--- config.mk ---
export PLATFORM = sky130hd
export DESIGN_NAME = mem_port_arbiter
export DESIGN_NICKNAME = d
export VERILOG_FILES = /design/src/rtl/mem_port_arbiter.sv
export SDC_FILE = /design/constraint.sdc
export NUM_CORES = 1
export LEC_CHECK = 0
export ABC_CLOCK_PERIOD_IN_PS = 2070
export BUFFER_PORTS_ARGS = -buffer_cell sky130_fd_sc_hd__buf_2
export CORE_ASPECT_RATIO = 0.7
export CORE_UTILIZATION = 49
export DETAILED_ROUTE_END_ITERATION = 12
export PLACE_DENSITY = 0.81
export RECOVER_POWER = 100
export SYNTH_ARGS = -nofsm -noshare
export SYNTH_HDL_FRONTEND = slang
export SYNTH_SLANG_ARGS = --single-unit
--- constraint.sdc ---
create_clock -name clk -period 2.07 [get_ports clk]
set_input_delay 0.207 -clock clk [delete_from_list [all_inputs] [get_ports clk]]
set_output_delay 0.207 -clock clk [all_outputs]
set_load 0.01 [all_outputs]
--- src/rtl/mem_port_arbiter.sv ---
// mem_port_arbiter: shares one req/ack memory port between I-fetch and D load/store, with D priority, starvation bound and timeout watchdog.
module mem_port_arbiter #(
  parameter int STARVE_LIMIT = 4,
  parameter int TIMEOUT = 64
) (
  input  logic        clk,
  input  logic        rst,
  input  logic        if_req,
  input  logic [31:0] if_addr,
  output logic [31:0] if_rdata,
  output logic        if_valid,
  input  logic        d_req,
  input  logic        d_we,
  input  logic        d_byte,
  input  logic [31:0] d_addr,
  input  logic [31:0] d_wdata,
  output logic [31:0] d_rdata,
  output logic        d_valid,
  output logic        mem_req,
  output logic        mem_we,
  output logic        mem_byte,
  output logic [31:0] mem_addr,
  output logic [31:0] mem_wdata,
  input  logic [31:0] mem_rdata,
  input  logic        mem_ack,
  output logic        stall_if,
  output logic        stall_mem,
  output logic        bus_err
);
  typedef enum logic [1:0] {IDLE, GNT_I, GNT_D, RESP} state_t;
  state_t state, state_nx;
  logic [3:0] starve_cnt;
  logic [7:0] wd_cnt;
  logic gnt_d, gnt_i, busy, done, abort, fin;
  always_comb begin
    gnt_d = state == IDLE && d_req && (!if_req || starve_cnt != 4'(STARVE_LIMIT));
    gnt_i = state == IDLE && !gnt_d && if_req;
    busy = state == GNT_I || state == GNT_D;
    done = busy && mem_ack;
    abort = busy && !mem_ack && wd_cnt == 8'(TIMEOUT - 1);
    fin = done || abort;
    state_nx = state == RESP ? IDLE : gnt_d ? GNT_D : gnt_i ? GNT_I : fin ? RESP : state;
  end
  assign stall_if = if_req & ~if_valid;
  assign stall_mem = d_req & ~d_valid;
  always_ff @(posedge clk or negedge rst)
    if (!rst) begin
      state <= IDLE;
      starve_cnt <= '0;
      wd_cnt <= '0;
      mem_req <= 1'b0;
      mem_we <= 1'b0;
      mem_byte <= 1'b0;
      mem_addr <= '0;
      mem_wdata <= '0;
      if_rdata <= '0;
      d_rdata <= '0;
      if_valid <= 1'b0;
      d_valid <= 1'b0;
      bus_err <= 1'b0;
    end else begin
      state <= state_nx;
      if_valid <= fin && state == GNT_I;
      d_valid <= fin && state == GNT_D;
      if (gnt_d || gnt_i) begin
        mem_req <= 1'b1;
        mem_we <= gnt_d & d_we;
        mem_byte <= gnt_d & d_byte;
        mem_addr <= gnt_d ? d_addr : if_addr;
        mem_wdata <= gnt_d ? d_wdata : '0;
        wd_cnt <= '0;
        // a D grant with I pending is only possible below the limit, so +1 never overshoots
        starve_cnt <= (gnt_d && if_req) ? starve_cnt + 4'd1 : '0;
      end else if (busy) begin
        mem_req <= !fin;
        wd_cnt <= wd_cnt + 8'd1;
      end
      if (abort) bus_err <= 1'b1;
      if (fin && state == GNT_I) if_rdata <= abort ? 32'hDEADBEEF : mem_rdata;
      if (fin && state == GNT_D) d_rdata <= abort ? 32'hDEADBEEF : mem_we ? '0 : mem_rdata;
    end
endmodule
Word level (Yosys, flattened, before mapping)
Cells that the tools add are included.
{"block": "word_totals", "register_bits": 148, "inputBits": 135, "elab_cells": 61, "output_inout_bits": 136}
{"block": "classes", "reduce_logical": 21, "n_bitwise": 6, "eq_ne": 5, "mux": 14, "add_sub_neg": 2}
{"cell": "$mux 32", "n": 5}
{"cell": "$mux 8", "n": 2}
{"cell": "$logic_and 1x1->1", "n": 10}
{"cell": "$add 8x1->8 const B", "n": 1}
{"cell": "$eq 8x6->1 const B", "n": 1}
{"cell": "$mux 2", "n": 4}
{"cell": "$add 4x1->4 const B", "n": 1}
{"cell": "$and 1x1->1", "n": 4}
{"cell": "$eq 2x2->1 const B", "n": 2}
{"cell": "$logic_not 1->1", "n": 4}
{"cell": "$logic_or 1x1->1", "n": 4}
{"cell": "$mux 4", "n": 1}
{"cell": "$ne 4x3->1 const B", "n": 1}
{"cell": "$reduce_bool 4->1", "n": 1}
{"cell": "$eq 2x1->1 const B", "n": 1}
{"cell": "$logic_not 2->1", "n": 1}
{"cell": "$mux 1", "n": 2}
{"cell": "$not 1->1", "n": 2}
{"cell": "$reduce_bool 2->1", "n": 1}

Longest topological paths before layout
{"block": "depth", "word_depth": 9, "ltp_mapped": 8, "depth_no_buf": 5}

Least setup slack after synthesis
OpenSTA, ideal clock, no wires.
{"block": "synth_path", "path_type": "reg2reg", "startpoint": "register state[0]", "endpoint": "register d_rdata[0]", "setup_ps": 78, "arrival_time_ps": 1612, "required_time_ps": 1992, "path_slack_ps": 381, "path_stages_with_launch": 8, "synth_period_minus_slack_ps": 1689, "path_buffers": 2, "cell_sequence": "dfrtp_1 inv_1 ha_1 buf_2 nand3_1 clkbuf_1 o22ai_1 a21oi_1"}
{"block": "synth_between", "elab_chain_len": 6, "elab_cells_between_ends": 9, "cone_classes": "eq/ne (2); mux (1); reduce/logical (6)"}
{"element": "start: declaration", "line": "31", "text": "state_t state, state_nx;"}
{"element": "start signal: assignment", "line": "62", "text": "state <= state_nx;"}
{"element": "$eq 2x1->1 or $eq 2x2->1 (tied branches)", "line": "38, 80"}
{"element": "$logic_or 1x1->1", "line": "38", "text": "busy = state == GNT_I || state == GNT_D;"}
{"element": "$logic_and 1x1->1 (2 in a row)", "line": "40", "text": "abort = busy && !mem_ack && wd_cnt == 8'(TIMEOUT - 1);"}
{"element": "$logic_or 1x1->1", "line": "41", "text": "fin = done || abort;"}
{"element": "$logic_and 1x1->1", "line": "80", "text": "if (fin && state == GNT_D) d_rdata <= abort ? 32'hDEADBEEF : mem_we ? '0 : mem_rdata;"}
{"element": "end signal: assignment", "line": "80"}
{"element": "end: declaration", "line": "17", "text": "output logic [31:0] d_rdata,"}
Several ways; a longest one is shown, not always the timed one.
A chain may end at the register's enable or synchronous reset.

Final worst setup path
{"block": "layout_path", "startpoint": "register state[0]", "endpoint": "register if_rdata[31]"}
{"block": "layout_between", "elab_chain_len": 6, "elab_cells_between_ends": 9, "cone_classes": "eq/ne (2); mux (1); reduce/logical (6)"}
{"element": "$eq 2x1->1 or $eq 2x2->1 (tied branches)", "line": "38, 79"}
{"element": "$logic_or 1x1->1", "line": "38"}
{"element": "$logic_and 1x1->1 (2 in a row)", "line": "40"}
{"element": "$logic_or 1x1->1", "line": "41"}
{"element": "$logic_and 1x1->1", "line": "79", "text": "if (fin && state == GNT_I) if_rdata <= abort ? 32'hDEADBEEF : mem_rdata;"}
{"element": "end signal: assignment", "line": "79"}
{"element": "end: declaration", "line": "10", "text": "output logic [31:0] if_rdata,"}
Several ways; a longest one is shown, not always the timed one.

==> flow_metrics.py <==
metrics = {
    "placed_design": {
        "port_buffers": 270,
        "place_area_mm2": 0.00819,
        "hpwl_mm": 12.4,
        "place_congestion": 0.831,
        "dp_cells": 1043,
    },
    "global_route": {
        "overflow": 0,
        "grt_pass1_wl_mm": 28.7,
        "track_usage_pct": 26.0,
        "grt_pass1_vias": 5466,
        "antenna_found_initial": 0,
        "grt_util_met2_pct": 41.4,
        "use_met1_pct": 35.2,
        "grt_max_degree": 68,
        "use_met3_pct": 7.80,
        "top_usage_layer": "met2",
    },
    "clock_tree": {
        "clkTransAtPathRegs_ns": 0.06,
        "postCtsSetupRepairBufs": 0,
        "clockBufferDepth": 2,
        "cts_tree": "yes",
        "cts_made_buffers": 17,
        "clock_latency_ns": 0.41,
        "cts_max_level": 4,
        "clock-root-buffer": "clkbuf_16",
        "cts_sinks": 148,
    },
    "logic_synthesis": {
        "synth_flop_cell": "dfrtp_1",
        "ys_types": 44,
        "ys_seq_area_share_pct": 55.7,
        "yosysWarnings": 0,
        "synthArstFlopShare_pct": 100,
        "synth_commonest_cells": "148 x dfrtp_1, 53 x nor2_1, 52 x a21oi_1",
        "avgSynthCellArea_um2": 10.7,
        "synth_edf_count": 0,
        "synth-seq-cells": 148,
        "synth_top_cell_by_area": "dfrtp_1",
        "synth_cells": 623,
        "synth_top_cells_by_area": "dfrtp_1 56%, a22o_1 5.5%, mux2i_1 5.0%",
        "synth_top_area_share_pct": 55.7,
        "synthesis.area_mm2": 0.00665,
        "yosysMostFrequentCell": "dfrtp_1",
        "synth_nets": 765,
    },
    "critical_path": {
        "reg2reg_from": "state[0]",
        "critPathKind": "flop to flop",
        "required_ns": 2.33,
        "startpoint": "state[0]",
        "worstPathArrival_ns": 2.15,
        "start_kind": "flop",
        "worst-path-max-fanout": 46,
        "crit_path_end_kind": "flop",
    },
    "final_layout": {
        "layout-drive-gt1-share_pct": 22.2,
        "area_growth_pct": 29.9,
        "fin_util_pct": 65.5,
        "design_area_mm2": 0.00863,
        "diodes": 0,
        "nNetsFinal": 1022,
        "finalNonFillerCells": 1077,
    },
    "detailed_routing": {
        "wl_per_cell_um": 16.8,
        "drtAntennaViolNets": 0,
        "vias": 5878,
        "drt_pass1_iterations": 4,
        "drt_iter0_markers": 336,
        "wl_mm": 18.1,
        "routed_via_density": 5.46,
        "drc": 0,
    },
    "power": {
        "p_leak_uw": 0.00409,
        "vdd_drop_max_v": 0.000717,
        "power.density_mw_per_mm2": 1560,
    },
    "floorplanning": {
        "core-area_mm2": 0.0132,
        "io_pins": 271,
        "design.die.area_mm2": 0.0140,
        "start_util_pct": 50.4,
        "fp.dieH_um": 99.5,
        "row_count": 35,
        "dieWidth_um": 141,
    },
    "timing": {
        "hold_viol": 0,
        "setup-violations-final": 0,
        "tightest_slew_ns": 1.18,
        "finalCritPeriodShare_pct": 91.3,
        "rsz0062_at_grt": "false",
        "max-slew-margin-rel_pct": 21.1,
        "fin_skew_ns": 0.0104,
        "max_freq_mhz": 529,
        "finalSetupTns_ns": 0,
        "drv_slew": 0,
        "period_minus_slack_ns": 1.89,
    },
    "hold_path": {
        "hold_path.class": "input pin to flop",
        "hp-start": "d_wdata[2]",
    },
    "job": {
        "max_cap_viol_count": 0,
    },
    "status": {
        "status": "completed",
    },
}
flip-flops by register name (all words and copies together) (netlist names):
name and flops:
mem_wdata 32, d_valid 1, starve_cnt 4, mem_req 1, mem_addr 32, if_valid 1
if_rdata 32, mem_byte 1, bus_err 1, state 2, d_rdata 32, mem_we 1
wd_cnt 8
cell families after synthesis:
logic type / Yosys count / share of synthesized area (%)
compound gates: 215 / 21.2
flops: 148 / 55.7
simple gates: 147 / 11.4
buf+inv: 69 / 4.84
mux: 33 / 4.97
fa+ha+maj: 7 / 1.32
xor+xnor: 4 / 0.527
report_power, final:
part | total [µW] | switching [µW] | internal [µW]
clock network | 3200 | 1190 | 2020
registers | 4750 | 750 | 4000
logic | 5560 | 3220 | 2340
stage by stage:
stage,power (µW),hold slack (ns),worst slack [ns]
2_1_floorplan,8510,-0.0886,0.381
3_3_place_gp,10400,0.0680,0.263
3_5_place_dp,10600,0.0690,0.163
4_1_cts,13900,0.00137,0.122
5_1_grt,14400,0.00512,0.0220
6_report,13500,0.0174,0.180
cell type report:
cell class,count,area [µm²]
flip-flops and latches,148,3700
well taps,185,231
clock inverters,12,179
repair buffers,293,1410
fillers,1102,4550
clock buffers,19,433
multi-input cells,406,2630
inverters,14,52.6
metal layers:
layer / vias up / wire length [µm] / part of all wire (%)
li1: 2806 / - / -
met1: 2826 / 7950 / 44
met2: 231 / 8480 / 47
met3: 15 / 1500 / 8.3
met4: 0 / 170 / 0.94
met5: - / 0 / 0
critical path, stage by stage (launching register included):
cell     delay [ns]
dfrtp_1        0.43
inv_1          0.08
ha_1           0.40
and2_0         0.23
nand3_2        0.12
buf_6          0.32
a21oi_1        0.14
path summary, 6_finish.rpt:
| path | to | cells after the start | slack, ns |
|---|---|---|---|
| setup / recovery | if_rdata[31] | 6 | 0.18 |
| hold / removal | mem_wdata[2] | 2 | 0.02 |
| min in group asynchronous | mem_addr[2] | 2 | 0.56 |
| hold reg to reg | bus_err | 1 | 0.48 |
| setup reg to reg | if_rdata[31] | 6 | 0.18 |
| max in group asynchronous | wd_cnt[0] | 3 | 0.35 |
timing repair:
| action | in CTS | in global routing |
|---|---|---|
| resized for setup | 0 | 1 |
| endpoints found under the setup margin | 0 | 10 |
| hold buffers | 3 | 0 |
| hold endpoints to repair | 123 | 0 |
layout by cell type (no fill, tap or decap), types with 4 or more instances in the layout:
cell type | netlist | final
a2bb2oi_1 | 8 | 8
a22o_1 | 42 | 42
nand4_1 | 5 | 5
inv_1 | 13 | 13
ha_1 | 7 | 7
nor2b_1 | 26 | 26
o22ai_1 | 49 | 49
mux2i_1 | 33 | 33
a21oi_1 | 52 | 52
buf_4 | 2 | 11
nand2_1 | 5 | 4
nand3_1 | 39 | 38
clkbuf_1 | 36 | 138
dfrtp_1 | 148 | 148
nor2_1 | 53 | 53
o21ai_0 | 38 | 38
a31o_2 | 8 | 8
and2_0 | 0 | 4
bufinv_16 | 0 | 4
clkbuf_16 | 0 | 17
o31ai_1 | 8 | 8
buf_2 | 8 | 134
Note: power is estimated with default switching activity, not from simulation.
